**config.mk**
```make
export PLATFORM = sky130hd
export DESIGN_NAME = regfile
export DESIGN_NICKNAME = d
export VERILOG_FILES = /design/src/rtl/regfile.sv
export SDC_FILE = /design/constraint.sdc
export NUM_CORES = 2
export LEC_CHECK = 0
export ABC_CLOCK_PERIOD_IN_PS = 4970
export CAP_MARGIN = 10
export CORE_MARGIN = 5
export CORE_UTILIZATION = 45
export CTS_CLUSTER_DIAMETER = 100
export DETAILED_ROUTE_END_ITERATION = 10
export GPL_TIMING_DRIVEN = 0
export PLACE_DENSITY = 0.73
export SYNTH_ARGS = -nofsm -noshare
export SYNTH_HDL_FRONTEND = slang
export SYNTH_SLANG_ARGS = --single-unit
```
**constraint.sdc**
```tcl
create_clock -name clk -period 4.97 [get_ports clk]
set_input_delay 0.497 -clock clk [delete_from_list [all_inputs] [get_ports clk]]
set_output_delay 0.497 -clock clk [all_outputs]
set_load 0.01 [all_outputs]
```
**src/rtl/regfile.sv**
```systemverilog
// Two-read, one-write general-purpose register file with a stored carry flag.
// Define REGFILE_BYPASS_EN to forward same-cycle writes to the read ports and cf_out.
module regfile #(
  parameter int DW = 32,
  parameter int AW = 5
) (
  input  logic          clk,
  input  logic          reset,
  input  logic [AW-1:0] rs1_addr,
  input  logic [AW-1:0] rs2_addr,
  output logic [DW-1:0] rs1_data,
  output logic [DW-1:0] rs2_data,
  input  logic          wr_en,
  input  logic [AW-1:0] wr_addr,
  input  logic [DW-1:0] wr_data,
  input  logic          cf_we,
  input  logic          cf_in,
  output logic          cf_out
);

  localparam int NREG = 1 << AW;

  logic [DW-1:0] regs [NREG];
  logic          cf_q;
  logic          gpr_we;

  // r0 is hardwired to zero, so a write aimed at it never touches the array.
  assign gpr_we = wr_en && (wr_addr != '0);

  always_ff @(posedge clk) begin
    if (reset) begin
      for (int i = 0; i < NREG; i++) begin
        regs[i] <= '0;
      end
      cf_q <= 1'b0;
    end else begin
      if (gpr_we) begin
        regs[wr_addr] <= wr_data;
      end
      if (cf_we) begin
        cf_q <= cf_in;
      end
    end
  end

`ifdef REGFILE_BYPASS_EN
  always_comb begin
    rs1_data = '0;
    rs2_data = '0;
    cf_out   = cf_q;
    if (rs1_addr != '0) begin
      rs1_data = (gpr_we && !reset && (wr_addr == rs1_addr)) ? wr_data : regs[rs1_addr];
    end
    if (rs2_addr != '0) begin
      rs2_data = (gpr_we && !reset && (wr_addr == rs2_addr)) ? wr_data : regs[rs2_addr];
    end
    if (cf_we && !reset) begin
      cf_out = cf_in;
    end
  end
`else
  always_comb begin
    rs1_data = '0;
    rs2_data = '0;
    cf_out   = cf_q;
    if (rs1_addr != '0) begin
      rs1_data = regs[rs1_addr];
    end
    if (rs2_addr != '0) begin
      rs2_data = regs[rs2_addr];
    end
  end
`endif

endmodule

```
==> impl_table.tex <==
\begin{tabular}{lr}
\hline
Metric & Value \\
\hline
\multicolumn{2}{l}{\textbf{Detailed routing}} \\
Sum of routed wire length over all layers & about 200 mm \\
Remaining routing DRC violations & 0 \\
Number of DRC markers in iteration 0 & $\sim$6.3k \\
Routed len/inst & 37.0 µm \\
Number of nets with antenna violations after routing & 0 \\
DR pass1 iterations & 7 \\
Drt via density & $\sim$6.8 \\
Vias & about 37k \\
\multicolumn{2}{l}{\textbf{Pwr}} \\
Leakage Power & approximately 21 nW \\
Areal power density over the cells & approximately 350 nW/µm² \\
Worst IR Drop VDD & between 0.2 and 0.3 mV \\
\multicolumn{2}{l}{\textbf{Yosys}} \\
Netlist area before placement & between 50000 and 60000 µm² \\
Dominant register cell in the synthesized netlist & edfxtp\_1 \\
Cell count after synthesis & $\sim$3.5k \\
Fraction of registers with async set/reset & 0 \\
Number of enable flip-flop cells after synthesis & roughly 1k \\
Synth cell types & between 40 and 50 \\
Number of warnings issued by yosys & 0 \\
Per-instance average area after synthesis & 15.5 µm² \\
Part of the Yosys area used for sequential elements & 0.567 \\
Post-synthesis register bit count & 1025 \\
\multicolumn{2}{l}{\textbf{Global route}} \\
Maximum number of pins on one net before global-route repair & 33 \\
Total GRT Usage & 0.313 \\
Global-route wire length before repair & approximately 280 mm \\
Via count of the first global-routing pass & 36.5k \\
Global route overflow & 0 \\
Number of antenna violations at the first check in global routing & 10 \\
\multicolumn{2}{l}{\textbf{Timing}} \\
Final slew viol count & 0 \\
Final worst path period share & 1.04 \\
Max Freq & 194 MHz \\
Unrepaired setup endpoints after global routing & yes \\
Endpoints failing hold & 0 \\
Actual slew at the worst max-slew pin & between 1000 and 1500 ps \\
Post-layout worst setup margin & -195 ps \\
Clock Skew & 0 ps \\
Setup-failing EPs final & 28 \\
Time the final worst path needs with I/O delays and setup & 5160 ps \\
Rel. slew slack & 0.0994 \\
\multicolumn{2}{l}{\textbf{Place}} \\
Routability-driven placement congestion ratio & just over 1 \\
Count of input and output buffers & 110 \\
Detailed placer's ending HPWL & between 100 and 150 mm \\
Place WS & -1440 ps \\
Post-Place Cells & approximately 5.3k \\
\multicolumn{2}{l}{\textbf{Cells and area}} \\
Fraction of layout instances using a drive strength above 1 & 0.230 \\
Non-Filler Instances & about 5.5k \\
Count of fill cells added during filler insertion & a little under 10k \\
Storage element area & 30800 µm² \\
Area of the multi-input gates & 22000 µm² \\
Most frequent standard cell in the layout excluding fill and tap cells & edfxtp\_1 \\
Area added between synthesis and finish & 13.5\% \\
\# nets final & roughly 3.8k \\
Highest-count cells in the layout ignoring fill and taps & 1024 x edfxtp\_1, 998 x and2\_1, 477 x mux4\_2 \\
\multicolumn{2}{l}{\textbf{Die}} \\
Die H & approximately 360 µm \\
Placeable Area & 120000 µm² \\
Initial core utilization & 0.453 \\
Area of the die & approximately 130000 µm² \\
Top Ports & between 100 and 150 \\
Width of the die & roughly 360 µm \\
Placement row count & 127 \\
\multicolumn{2}{l}{\textbf{Run status}} \\
Failing checks & negative setup slack \\
Status & finished, violations left \\
\multicolumn{2}{l}{\textbf{Setup path}} \\
Critical setup path kind & input port to output port \\
Critical path capture point type & output port \\
FF-to-FF Start & cf\_out \\
Dominant cell type by count on the critical path & clkdlybuf4s50\_1 \\
Critical path launch point & rs1\_addr[3] \\
Slowest stage delay, CP & approximately 890 ps \\
Data arrival, critical path & between 4000 and 5000 ps \\
Crit path cell chain & clkdlybuf4s50\_1 > clkbuf\_2 > nor2\_1 > nor4b\_4 > clkdlybuf4s15\_1 > a2111oi\_1 > buf\_2 > clkdlybuf4s50\_1 \\
CP Max Fanout & 10 \\
Type of element launching the critical path & input port \\
R2R depth & 2 \\
Highest-delay cell along the critical path & clkdlybuf4s15\_1 \\
Worst path required time & 4470 ps \\
\multicolumn{2}{l}{\textbf{CTS}} \\
Longest Clk Path Bufs & 3 \\
Post-CTS Hold Buffers & 0 \\
Worst-Skew Late Latency & around 700 ps \\
Clock tree sinks & $\sim$1k \\
Number of CTS-inserted buffers & roughly 110 \\
Clock edge transition at the registers on the reported setup and hold paths & 50 ps \\
Maximum level of the CTS H-tree & 3 \\
CTS tree & done \\
Root buffer cell & clkbuf\_16 \\
\multicolumn{2}{l}{\textbf{Min path}} \\
Hold path start & cf\_in \\
Hold WC Path Type & input port to flip-flop \\
Hold Path Stages & 3 \\
\multicolumn{2}{l}{\textbf{Job}} \\
Number of max-cap violations & 0 \\
\hline
\end{tabular}
synth_stat cells, drive strengths merged (37+ instances only):
cell     count  area [µm²]
o22ai      103         644
and2       998        6240
edfxtp    1024       30700
buf        108         772
nor2        38         143
clkbuf     276        1040
mux2i      140        1400
mux4       477       10700
nor3        53         265
mux2        37         417
a2111oi     60         533
a22o        48         420
worst paths after layout:
check	to	slack (ps)
setup / recovery	rs1_data[15]	-190
hold / removal	cf_out	450
setup reg to reg	cf_out	4330
hold reg to reg	cf_out	520
metrics by stage:
stage | instance area (µm²) | hold slack, ps | TNS, ps | utilization | total power [mW]
after floorplan | 54400 | 531 | 0 | - | 11.9
after global placement | 57500 | 512 | -32580 | 0.480 | 13.1
after global routing | 61600 | 479 | -2.14 | 0.514 | 21.7
final | 61600 | 454 | -2210 | 0.514 | 21.3
after detailed placement | 57700 | 507 | -28140 | 0.481 | 13.1
after CTS | 61300 | 429 | 0 | 0.512 | 21.1
power breakdown:
group | leakage, nW | switching [mW] | internal (mW)
Sequential | 9.76 | 0.262 | 10.0
Clock | 1.70 | 3.48 | 4.69
Combinational | 9.50 | 1.69 | 1.18
Total | 21.0 | 5.43 | 15.9
kinds of logic (layout without fill, tap and decap cells):
logic type | Yosys count | in the layout | share of synthesized area
buffers and inverters | 386 | 717 | 0.0334
AO/OA/AOI/OAI | 257 | 257 | 0.0355
flip-flops | 1025 | 1025 | 0.567
other | 1 | 40 | 0.0000691
AND/OR/NAND/NOR | 1174 | 1174 | 0.133
multiplexers | 654 | 654 | 0.231
timing repair:
action                                  4_1_cts  5_1_grt
endpoints found under the setup margin       40       28
buffers inserted                              1        0
pin swaps                                     0        1
gates resized for setup                      77       40
routing by layer:
metal,global-route usage,vias to the layer above,wire (µm)
li1,-,14100,-
met5,0,-,0
met2,0.451,3475,85700
met1,0.401,18700,69200
met4,0.192,0,15700
met3,0.120,745,31900
registers in the layout, summed over array words and instances, names as in the netlist:
| name | count |
|---|---|
| cf_out | 1 |
| regs | 1024 |
critical path: cells and delay by family:
family	cells	cell delay, ps
buffers and inverters	5	2710
AND/OR/NAND/NOR	2	1320
AO/OA/AOI/OAI	1	110
area by class of cell:
cell class | count | share of cell area
timing repair buffer | 135 | 0.0229
sequential | 1025 | 0.499
antenna | 8 | 0.000325
multi-input combinational | 2117 | 0.358
tap | 1612 | 0.0327
buffer | 382 | 0.0308
inverter | 2 | 0.000122
clock buffer | 138 | 0.0467
clock inverter | 60 | 0.00942
Power figures use the tool's default switching activity.
